[src/rtl/tiles_pkg.sv]
// tiles_pkg
// Shared definitions for the tile game blocks.
//   DEF_LANES : default lane count, which is also the width of the generator's state bus
//   state_e   : top-level game FSM states (IDLE / PLAY / OVER)
//   is_onehot : 1 when exactly one bit is set. X or Z inputs make it return X,
//               and an if/else on that result falls to the "not one-hot" branch.
package tiles_pkg;

   localparam int DEF_LANES = 4;

   typedef enum logic [1:0] {
      ST_IDLE = 2'd0,
      ST_PLAY = 2'd1,
      ST_OVER = 2'd2
   } state_e;

   function automatic logic is_onehot(input logic [DEF_LANES-1:0] v);
      return (v != '0) && ((v & (v - 1'b1)) == '0);
   endfunction

endpackage

[src/rtl/tile_judge_if.sv]
// tile_judge_if
// Groups the game-side signals of tile_judge.
//   state/state_change : new row from the lane generator
//   btn/start          : player inputs (single-cycle pulses)
//   grid/score         : visible rows (row r at grid[r*LANES +: LANES]) and the hit count
//   playing/game_over  : game status levels
//   hit/miss           : one-cycle event pulses
// The master modport drives the inputs; tile_judge uses the slave modport.
interface tile_judge_if
   import tiles_pkg::*;
#(
   parameter int ROWS    = 4,
   parameter int LANES   = DEF_LANES,
   parameter int SCORE_W = 8
);
   logic [LANES-1:0]      state;
   logic                  state_change;
   logic [LANES-1:0]      btn;
   logic                  start;
   logic [ROWS*LANES-1:0] grid;
   logic [SCORE_W-1:0]    score;
   logic                  playing;
   logic                  game_over;
   logic                  hit;
   logic                  miss;

   modport master (
      output state, state_change, btn, start,
      input  grid, score, playing, game_over, hit, miss
   );

   modport slave (
      input  state, state_change, btn, start,
      output grid, score, playing, game_over, hit, miss
   );
endinterface

[src/rtl/tile_row_buffer.sv]
// tile_row_buffer
// ROWS x LANES shift register that holds the falling tiles. Row 0 is the top row
// and row ROWS-1 is the bottom row.
//   clk, rst     : clock, synchronous active-high reset
//   i_shift      : advance one row; row 0 loads i_new_row
//   i_new_row    : row entering at the top
//   i_clr_bottom : clear the bottom row (press hit). A shift in the same cycle overrides it.
//   i_clear      : synchronous clear of the whole buffer
//   o_grid       : all rows packed, row r at [r*LANES +: LANES]
//   o_exit_row   : the row that a shift would push out, after any same-cycle bottom clear
module tile_row_buffer #(
   parameter int ROWS  = 4,
   parameter int LANES = 4
) (
   input  logic                  clk,
   input  logic                  rst,
   input  logic                  i_shift,
   input  logic [LANES-1:0]      i_new_row,
   input  logic                  i_clr_bottom,
   input  logic                  i_clear,
   output logic [ROWS*LANES-1:0] o_grid,
   output logic [LANES-1:0]      o_exit_row
);

   logic [LANES-1:0] w_rows [ROWS];

   genvar gi;
   generate
      for (gi = 0; gi < ROWS; gi++) begin : g_row
         localparam bit IS_BOTTOM = (gi == ROWS - 1);
         logic [LANES-1:0] r_row;
         logic [LANES-1:0] w_src;

         if (gi == 0) begin : g_top
            assign w_src = i_new_row;
         end else begin : g_inner
            assign w_src = w_rows[gi-1];
         end

         always_ff @(posedge clk) begin
            if (rst || i_clear) begin
               r_row <= '0;
            end else if (i_shift) begin
               r_row <= w_src;
            end else if (IS_BOTTOM && i_clr_bottom) begin
               r_row <= '0;
            end
         end

         assign w_rows[gi]                 = r_row;
         assign o_grid[gi*LANES +: LANES]  = r_row;
      end
   endgenerate

   // A hit clears the bottom tile before it can leave, so it never counts as missed.
   assign o_exit_row = i_clr_bottom ? '0 : w_rows[ROWS-1];

endmodule

[src/rtl/tile_judge.sv]
// tile_judge
// Holds the falling tile rows and judges player presses against the bottom row.
// It also keeps a saturating score and runs the IDLE/PLAY/OVER game FSM.
//   clk, rst : clock, synchronous active-high reset
//   bus      : tile_judge_if.slave (state, state_change, btn, start in;
//              grid, score, playing, game_over, hit, miss out)
// All outputs are registered, so they show the inputs sampled one edge earlier.
module tile_judge
   import tiles_pkg::*;
#(
   parameter int ROWS    = 4,
   parameter int LANES   = DEF_LANES,
   parameter int SCORE_W = 8
) (
   input  logic         clk,
   input  logic         rst,
   tile_judge_if.slave  bus
);

   state_e                r_state;
   logic [SCORE_W-1:0]    r_score;
   logic                  r_playing;
   logic                  r_game_over;
   logic                  r_hit;
   logic                  r_miss;

   logic [ROWS*LANES-1:0] w_grid;
   logic [LANES-1:0]      w_bottom;
   logic [LANES-1:0]      w_exit_row;
   logic [LANES-1:0]      w_new_row;
   logic                  w_in_play;
   logic                  w_press;
   logic                  w_hit;
   logic                  w_wrong;
   logic                  w_shift;
   logic                  w_exit_miss;
   logic                  w_clear;

   assign w_bottom  = w_grid[(ROWS-1)*LANES +: LANES];
   assign w_in_play = (r_state == ST_PLAY);

   // A row that is not exactly one-hot (including X after generator power-up)
   // enters as an empty row. The if/else sends an X result to the empty case.
   always_comb begin
      w_new_row = '0;
      if (is_onehot(bus.state)) begin
         w_new_row = bus.state;
      end
   end

   // The press is judged first. Any press other than an exact single-lane match
   // on a non-empty bottom row ends the game and blocks that cycle's shift.
   assign w_press     = |bus.btn;
   assign w_hit       = w_in_play && w_press && (bus.btn == w_bottom) && (w_bottom != '0);
   assign w_wrong     = w_in_play && w_press && !w_hit;
   assign w_shift     = w_in_play && bus.state_change && !w_wrong;
   assign w_exit_miss = w_shift && (w_exit_row != '0);
   assign w_clear     = bus.start && !w_in_play;

   tile_row_buffer #(
      .ROWS  (ROWS),
      .LANES (LANES)
   ) u_rows (
      .clk          (clk),
      .rst          (rst),
      .i_shift      (w_shift),
      .i_new_row    (w_new_row),
      .i_clr_bottom (w_hit),
      .i_clear      (w_clear),
      .o_grid       (w_grid),
      .o_exit_row   (w_exit_row)
   );

   always_ff @(posedge clk) begin
      if (rst) begin
         r_state     <= ST_IDLE;
         r_score     <= '0;
         r_playing   <= 1'b0;
         r_game_over <= 1'b0;
         r_hit       <= 1'b0;
         r_miss      <= 1'b0;
      end else begin
         r_hit  <= 1'b0;
         r_miss <= 1'b0;
         case (r_state)
            ST_IDLE, ST_OVER: begin
               if (bus.start) begin
                  r_state     <= ST_PLAY;
                  r_score     <= '0;
                  r_playing   <= 1'b1;
                  r_game_over <= 1'b0;
               end
            end
            ST_PLAY: begin
               if (w_hit) begin
                  r_hit <= 1'b1;
                  if (r_score != '1) begin
                     r_score <= r_score + 1'b1;
                  end
               end
               if (w_wrong || w_exit_miss) begin
                  r_state     <= ST_OVER;
                  r_playing   <= 1'b0;
                  r_game_over <= 1'b1;
                  r_miss      <= 1'b1;
               end
            end
            default: begin
               r_state     <= ST_IDLE;
               r_playing   <= 1'b0;
               r_game_over <= 1'b0;
            end
         endcase
      end
   end

   assign bus.grid      = w_grid;
   assign bus.score     = r_score;
   assign bus.playing   = r_playing;
   assign bus.game_over = r_game_over;
   assign bus.hit       = r_hit;
   assign bus.miss      = r_miss;

endmodule

[src/flat_wrapper.sv]
// flat-port wrapper written by rule: the top's interface ports become plain ports
module tile_judge_flat import tiles_pkg::*;
#(
   parameter int ROWS    = 4,
   parameter int LANES   = DEF_LANES,
   parameter int SCORE_W = 8
)
  (clk, rst, bus_state, bus_state_change, bus_btn, bus_start, bus_grid, bus_score, bus_playing, bus_game_over, bus_hit, bus_miss);
  tile_judge_if #(.ROWS(ROWS), .LANES(LANES), .SCORE_W(SCORE_W)) bus_i ();
  input  logic clk;
  input  logic rst;
  input wire logic [$bits(bus_i.state)-1:0] bus_state;
  input wire logic [$bits(bus_i.state_change)-1:0] bus_state_change;
  input wire logic [$bits(bus_i.btn)-1:0] bus_btn;
  input wire logic [$bits(bus_i.start)-1:0] bus_start;
  output wire logic [$bits(bus_i.grid)-1:0] bus_grid;
  output wire logic [$bits(bus_i.score)-1:0] bus_score;
  output wire logic [$bits(bus_i.playing)-1:0] bus_playing;
  output wire logic [$bits(bus_i.game_over)-1:0] bus_game_over;
  output wire logic [$bits(bus_i.hit)-1:0] bus_hit;
  output wire logic [$bits(bus_i.miss)-1:0] bus_miss;
  assign bus_i.state = bus_state;
  assign bus_i.state_change = bus_state_change;
  assign bus_i.btn = bus_btn;
  assign bus_i.start = bus_start;
  assign bus_grid = bus_i.grid;
  assign bus_score = bus_i.score;
  assign bus_playing = bus_i.playing;
  assign bus_game_over = bus_i.game_over;
  assign bus_hit = bus_i.hit;
  assign bus_miss = bus_i.miss;
  tile_judge #(.ROWS(ROWS), .LANES(LANES), .SCORE_W(SCORE_W)) u_core (.clk(clk), .rst(rst), .bus(bus_i));
endmodule
[config.mk]
export PLATFORM = sky130hd
export DESIGN_NAME = tile_judge_flat
export DESIGN_NICKNAME = d
export VERILOG_FILES = /design/src/rtl/tiles_pkg.sv /design/src/rtl/tile_judge_if.sv /design/src/rtl/tile_row_buffer.sv /design/src/rtl/tile_judge.sv /design/src/flat_wrapper.sv
export SDC_FILE = /design/constraint.sdc
export NUM_CORES = 1
export LEC_CHECK = 0
export CAP_MARGIN = 20
export CORE_MARGIN = 5
export CORE_UTILIZATION = 60
export DETAILED_ROUTE_END_ITERATION = 7
export DONT_BUFFER_PORTS = 1
export GPL_ROUTABILITY_DRIVEN = 0
export HOLD_SLACK_MARGIN = 0.05
export PLACE_DENSITY = 0.82
export REMOVE_ABC_BUFFERS = 1
export SLEW_MARGIN = 5
export SYNTH_ARGS = -nofsm -noshare
export SYNTH_HDL_FRONTEND = slang
export SYNTH_SLANG_ARGS = --single-unit
[constraint.sdc]
create_clock -name clk -period 4.89 [get_ports clk]
set_clock_uncertainty 0.1 [all_clocks]
set_input_delay 0.7335 -clock clk [delete_from_list [all_inputs] [get_ports clk]]
set_output_delay 0.7335 -clock clk [all_outputs]
set_load 0.02 [all_outputs]
# After elaboration in Yosys (flattened, before gate mapping)
# Cells that the tools add are included.
[word_totals] reg_bits=30 elab_cells=65 in_bits=12
[op_classes] n_bitwise=2 muxes=18 addsub=2 reduce_logical=25 n_eq_ne=8
[op_table] op="$mux W8" count=3
[op_table] op="$pmux W8 S2" count=1
[op_table] op="$mux W4" count=3
[op_table] op="$reduce_bool A4 Y1" count=3
[op_table] op="$logic_and A1 B1 Y1" count=9
[op_table] op="$add A8 B1 Y8 const B" count=1
[op_table] op="$ne A2 B2 Y1 const B" count=4
[op_table] op="$ne A8 B8 Y1 const B" count=1
[op_table] op="$mux W1" count=6
[op_table] op="$and A4 B4 Y4" count=1
[op_table] op="$eq A4 B4 Y1" count=1
[op_table] op="$logic_not A4 Y1" count=1
[op_table] op="$mux W2" count=2
[op_table] op="$pmux W1 S2" count=2
[op_table] op="$pmux W2 S2" count=1
[op_table] op="$reduce_and A4 Y1" count=1
[op_table] op="$reduce_or A2 Y1" count=2
[op_table] op="$reduce_or A4 Y1" count=1
[op_table] op="$sub A4 B1 Y4 const B" count=1
[op_table] op="$logic_not A1 Y1" count=3
[op_table] op="$eq A2 B1 Y1 const B" count=1
[op_table] op="$eq A2 B2 Y1 const B" count=1
[op_table] op="$logic_not A2 Y1" count=1
[op_table] op="$logic_or A1 B1 Y1" count=2
[op_table] op="3 further kinds" count=3

# Logic depth before layout (Yosys ltp)
[logic_depth] ltp_word=12 ltp_mapped=7

# By module
# From an unflattened synthesis, not the netlist that was laid out.
[hier_totals] hier_cells=147 area_unflattened_um2=1367.6
[modules_own_cells] module="tile_judge" seq_area_each_um2=260.2 instances=1 cells_each=86 area_per_inst_um2=753.2
[modules_own_cells] module="tile_row_buffer" seq_area_each_um2=320.3 instances=1 cells_each=61 area_per_inst_um2=614.3

# Worst setup path after synthesis
# Ideal clock, no wire load.
[synth_timing] kind="in2reg" startpoint="input bus_btn[3]" endpoint="register u_core.r_score[7], in the netlist u_core.bus.score[7]" setup_slack_ns=2.721 stages=6 arrival_time_ns=1.953 path_buffers=1 cell_sequence="xor2_1 > or4_4 > o21ai_4 > buf_6 > a31oi_1 > a41o_1"
[synth_via] elab_chain_len=6 elab_cells_between_ends=7 classes_between="eq/ne: 2; reduce/logical: 5"
[synth_lines] item="start: declaration" line_no="flat_wrapper.sv:14" source="input wire logic [$bits(bus_i.btn)-1:0] bus_btn;"
[synth_lines] item="$reduce_or A4 Y1" line_no="tile_judge.sv:53" source="assign w_press = |bus.btn;"
[synth_lines] item="$logic_and A1 B1 Y1" line_no="tile_judge.sv:54" source="assign w_hit = w_in_play && w_press && (bus.btn == w_bottom) && (w_bottom != '0);"
[synth_lines] item="$logic_and A1 B1 Y1 (*) (2 in a row)" line_no="tile_judge.sv:54"
[synth_lines] item="$ne A2 B2 Y1 (no line) (*)"
[synth_lines] item="$reduce_and A4 Y1 (no line) (*)"
[synth_lines] item="end signal: assignment" line_no="tile_judge.sv:98" source="r_score <= r_score + 1'b1;"
[synth_lines] item="end: declaration" line_no="tile_judge.sv:21" source="logic [SCORE_W-1:0] r_score;"
# Every way passes the cells marked *; elsewhere a longest branch is shown, timed or not.
# A chain may end at the register's enable or synchronous reset.

# Worst setup path in the final report
[layout_timing] startpoint="register u_core.r_state[0]" endpoint="register u_core.r_score[7], in the netlist u_core.bus.score[7]"
[layout_via] elab_chain_len=6 elab_cells_between_ends=13 classes_between="eq/ne: 5; mux: 1; reduce/logical: 7"
[layout_lines] item="start: declaration" line_no="tile_judge.sv:20" source="state_e r_state;"
[layout_lines] item="start signal: assignment" line_no="tile_judge.sv:76" source="r_state <= ST_IDLE;"
[layout_lines] item="start signal: assignment" line_no="tile_judge.sv:88" source="r_state <= ST_PLAY;"
[layout_lines] item="start signal: assignment" line_no="tile_judge.sv:102" source="r_state <= ST_OVER;"
[layout_lines] item="$eq A2 B1 Y1" line_no="tile_judge.sv:40, tile_judge.sv:85"
[layout_lines] item="$logic_and A1 B1 Y1 (3 in a row)" line_no="tile_judge.sv:54"
[layout_lines] item="$ne A2 B2 Y1 (no line)"
[layout_lines] item="$reduce_and A4 Y1 (no line)"
# Parallel ways exist; a longest one is shown, timed or not.

==> results.md <==
* Fin crit period at 2.14 ns
* TritonCTS clock tree: done
* Worst EP required at 5.03 ns
* Worst hold slack at 0.350 ns
* Total Power at 439 uW
* Reg2reg start: u_core.r_state[0]
* Vias at 1146
* Vias in the first global route at 1134
* Critical path class: register to register
* TritonRoute pass-1 iters at 4
* Post-synthesis sequential area ratio at 41.4%
* Worst skew pair latency at 0.32 ns
* Endpoints failing hold at 0
* H-tree depth at 1
* First-pass GRT wire length at 5.15 mm
* Hold path depth at 1
* CTS Buf Count at 3
* Mean Syn Cell Area at 9.03 sq um
* Global router's overall resource usage at 18.6%
* Lkg Pwr at 0.545 nW
* Startpoint Class: register
* Highest-delay cell along the critical path: dfxtp_1
* Post-synth cell types at 35
* CTS Sinks at 28
* Max-slew violations at 0
* I/O pin count at 40
* Diode count at 0
* Worst-path clk slew at 0.15 ns
* Fin nets at 163
* Flop-to-flop setup slack at 2.75 ns
* Setup_tns at 0 ns
* Slew at the pin closest to its max-slew limit at 0.460 ns
* Post-Syn Instances at 150
* Chip width at 57.5 um
* Top delay family on crit path: compound AO/OA/AOI/OAI gates
* Min-Delay Path Class: input port to register
* Final period util at 43.7%
* Die height at 57.5 um
* Cells along the critical path: nand2b_4 -> or4_4 -> o21ai_4 -> a31oi_1 -> a41o_1
* Final HPWL DP at 2.13 mm
* Flip-flop and latch area at 561 sq um
* Syn. warnings at 0
* Synthesized flop and latch total at 28
* P per Cell Area at 310 mW/mm^2
* Initial drt markers at 50
* Final antenna-violating net count at 0
* Initial antenna violation count at 0
* GRT overflow at 0
* Drt total wl at 2.85 mm
* Headroom to the max-slew limit at 69.2%
* Share of post-route cells with drive strength above 1 at 8.05%
* Reg2Reg Capture Point: u_core.bus.score[7]
* Crit path DAT at 2.28 ns
* Critical path capture point type: register
* CTS root buf: clkbuf_4
* # fillers at 180
* Hold_sp: rst
* Slowest stage delay, CP at 0.59 ns
* Status: complete, no violations
* Drt via density at 6.47
* Hold Path End: u_core.bus.score[1]
* Total core area at 0.00219 sq mm
* I/O Buffers at 0
* Hold buffers post-CTS at 0
* Layout overhead on the synthesized area at 4.62%
* Remaining routing DRC violations at 0
* CP Max Fanout at 12
* Unrepaired setup endpoints after global routing: false
* Post-CTS Setup Bufs at 0
* Wire per inst at 16.1 um
* Longest Clk Path Bufs at 2
* Max-cap violation count at 0
* Post-cts sizing count at 0
* Worst path buffer plus inverter count at 0
* Largest net degree at the start of global routing at 21
* Register-to-Register Path Depth at 5
* Mapped Area at 0.00136 sq mm
* Highest Clock Rate at 468 MHz
* Initial Utilization at 61.9%
* FP Rows at 17
* VDD IR-drop max at 0.197 mV
* Final setup viols at 0
* Die ar. at 0.00331 sq mm
* Area of the multi-input gates at 762 sq um
-- cells in the mapped netlist, drive strengths merged --
| master | count | area (sq um) |
|---|---|---|
| dfxtp | 28 | 561 |
| nand2 | 26 | 97.6 |
| nor2 | 14 | 60.1 |
| mux2i | 13 | 130 |
| a31oi | 7 | 43.8 |
| nand3 | 6 | 30.0 |
| o21ai | 6 | 41.3 |
| a41o | 5 | 50.1 |
| nand2b | 5 | 38.8 |
| nor4b | 4 | 35.0 |
| o2111ai | 4 | 35.0 |
| xor2 | 4 | 35.0 |
| a21oi | 3 | 18.8 |
| buf | 3 | 21.3 |
| clkbuf | 3 | 11.3 |
| and2b | 2 | 15.0 |
| nor3 | 2 | 10.0 |
| nor4 | 2 | 12.5 |
| or3 | 2 | 12.5 |
| or4 | 2 | 18.8 |
| a311oi | 1 | 8.76 |
| and3 | 1 | 6.26 |
| ha | 1 | 12.5 |
| nand3b | 1 | 11.3 |
| nand4 | 1 | 6.26 |
| o2bb2ai | 1 | 8.76 |
| o31ai | 1 | 7.51 |
| or2 | 1 | 6.26 |
| or4b | 1 | 10.0 |
-- cells by family after synthesis --
logic type               count (synthesis)  synth area share [%]
flip-flops                              28                  41.4
multiplexers                            13                  9.60
XOR/XNOR                                 4                  2.59
AND/OR/NAND/NOR                         70                  27.3
adder cells (fa/ha/maj)                  1                 0.923
buffers and inverters                    6                  2.40
AO/OA/AOI/OAI                           28                  15.8
-- power breakdown --
group	leakage (nW)	internal, mW	switching (mW)	total [mW]
sequential	0.226	0.230	0.00523	0.236
combinational	0.291	0.0163	0.0349	0.0512
clock	0.0279	0.0828	0.0693	0.152
total	0.545	0.329	0.110	0.439
-- stage by stage --
step | setup slack [ns] | area (sq um) | instances | utilization, %
after detailed placement | 2.58 | 1370 | 173 | 62.3
after CTS | 2.77 | 1420 | 177 | 64.7
after floorplan | 2.71 | 1320 | 144 | -
after global routing | 2.63 | 1420 | 177 | 64.7
final | 2.75 | 1420 | 177 | 64.7
after global placement | 2.64 | 1370 | 173 | 62.3
-- metal layers --
layer | wire (um) | GRT usage [%] | vias up
met2 | 1360 | 31.8 | 57
li1 | - | - | 561
met5 | 0 | 0 | -
met3 | 287 | 5.88 | 2
met4 | 8 | 3.64 | 0
met1 | 1190 | 23.0 | 526
-- worst register-to-register path, cell delays in order, from the launching register on --
cell      delay [ns]
dfxtp_1         0.59
nand2b_4        0.12
or4_4           0.57
o21ai_4         0.31
a31oi_1         0.14
a41o_1          0.23
-- layout by cell type, fill, tap and decap left out, drive strengths merged --
cell type,instances
or3,2
a31oi,7
nor2,14
or4b,1
and3,1
clkbuf,3
a41o,5
o21ai,6
nand3b,1
o2bb2ai,1
ha,1
nor3,2
nand2b,5
nand4,1
o31ai,1
or2,1
or4,2
a21oi,3
mux2i,13
o2111ai,4
and2b,2
nor4b,4
buf,1
nor4,2
bufinv,1
xor2,4
dfxtp,28
nand2,26
a311oi,1
nand3,6
-- area by class of cell --
type                            instances  share of cell area (%)
Clock buffer                            3                    1.59
Tap cell                               28                    2.47
Clock inverter                          1                    2.12
Timing Repair Buffer                    1                   0.530
Multi-Input combinational cell        116                    53.8
Sequential cell                        28                    39.5
-- sequential cells by signal, summed over array words and instances (netlist names) --
name	cells
u_core.u_rows.g_row.r_row	16
u_core.bus.score	8
u_core.r_state	2
u_core.bus.hit	1
u_core.bus.miss	1
-- how the worst max path moves through the flow --
| stage | end | start | cells after the start | slack [ns] |
|---|---|---|---|---|
| floorplan | u_core.bus.score[2] | bus_btn[3] | 5 | 2.71 |
| global placement | u_core.bus.score[2] | bus_btn[3] | 5 | 2.64 |
| detailed placement | u_core.u_rows.g_row[0].r_row[2] | bus_btn[0] | 5 | 2.58 |
| CTS | u_core.bus.score[7] | u_core.r_state[0] | 5 | 2.77 |
| global route | u_core.bus.score[4] | u_core.r_state[0] | 5 | 2.63 |
| finish | u_core.bus.score[7] | u_core.r_state[0] | 5 | 2.75 |
(Power assumes the default switching activity.)
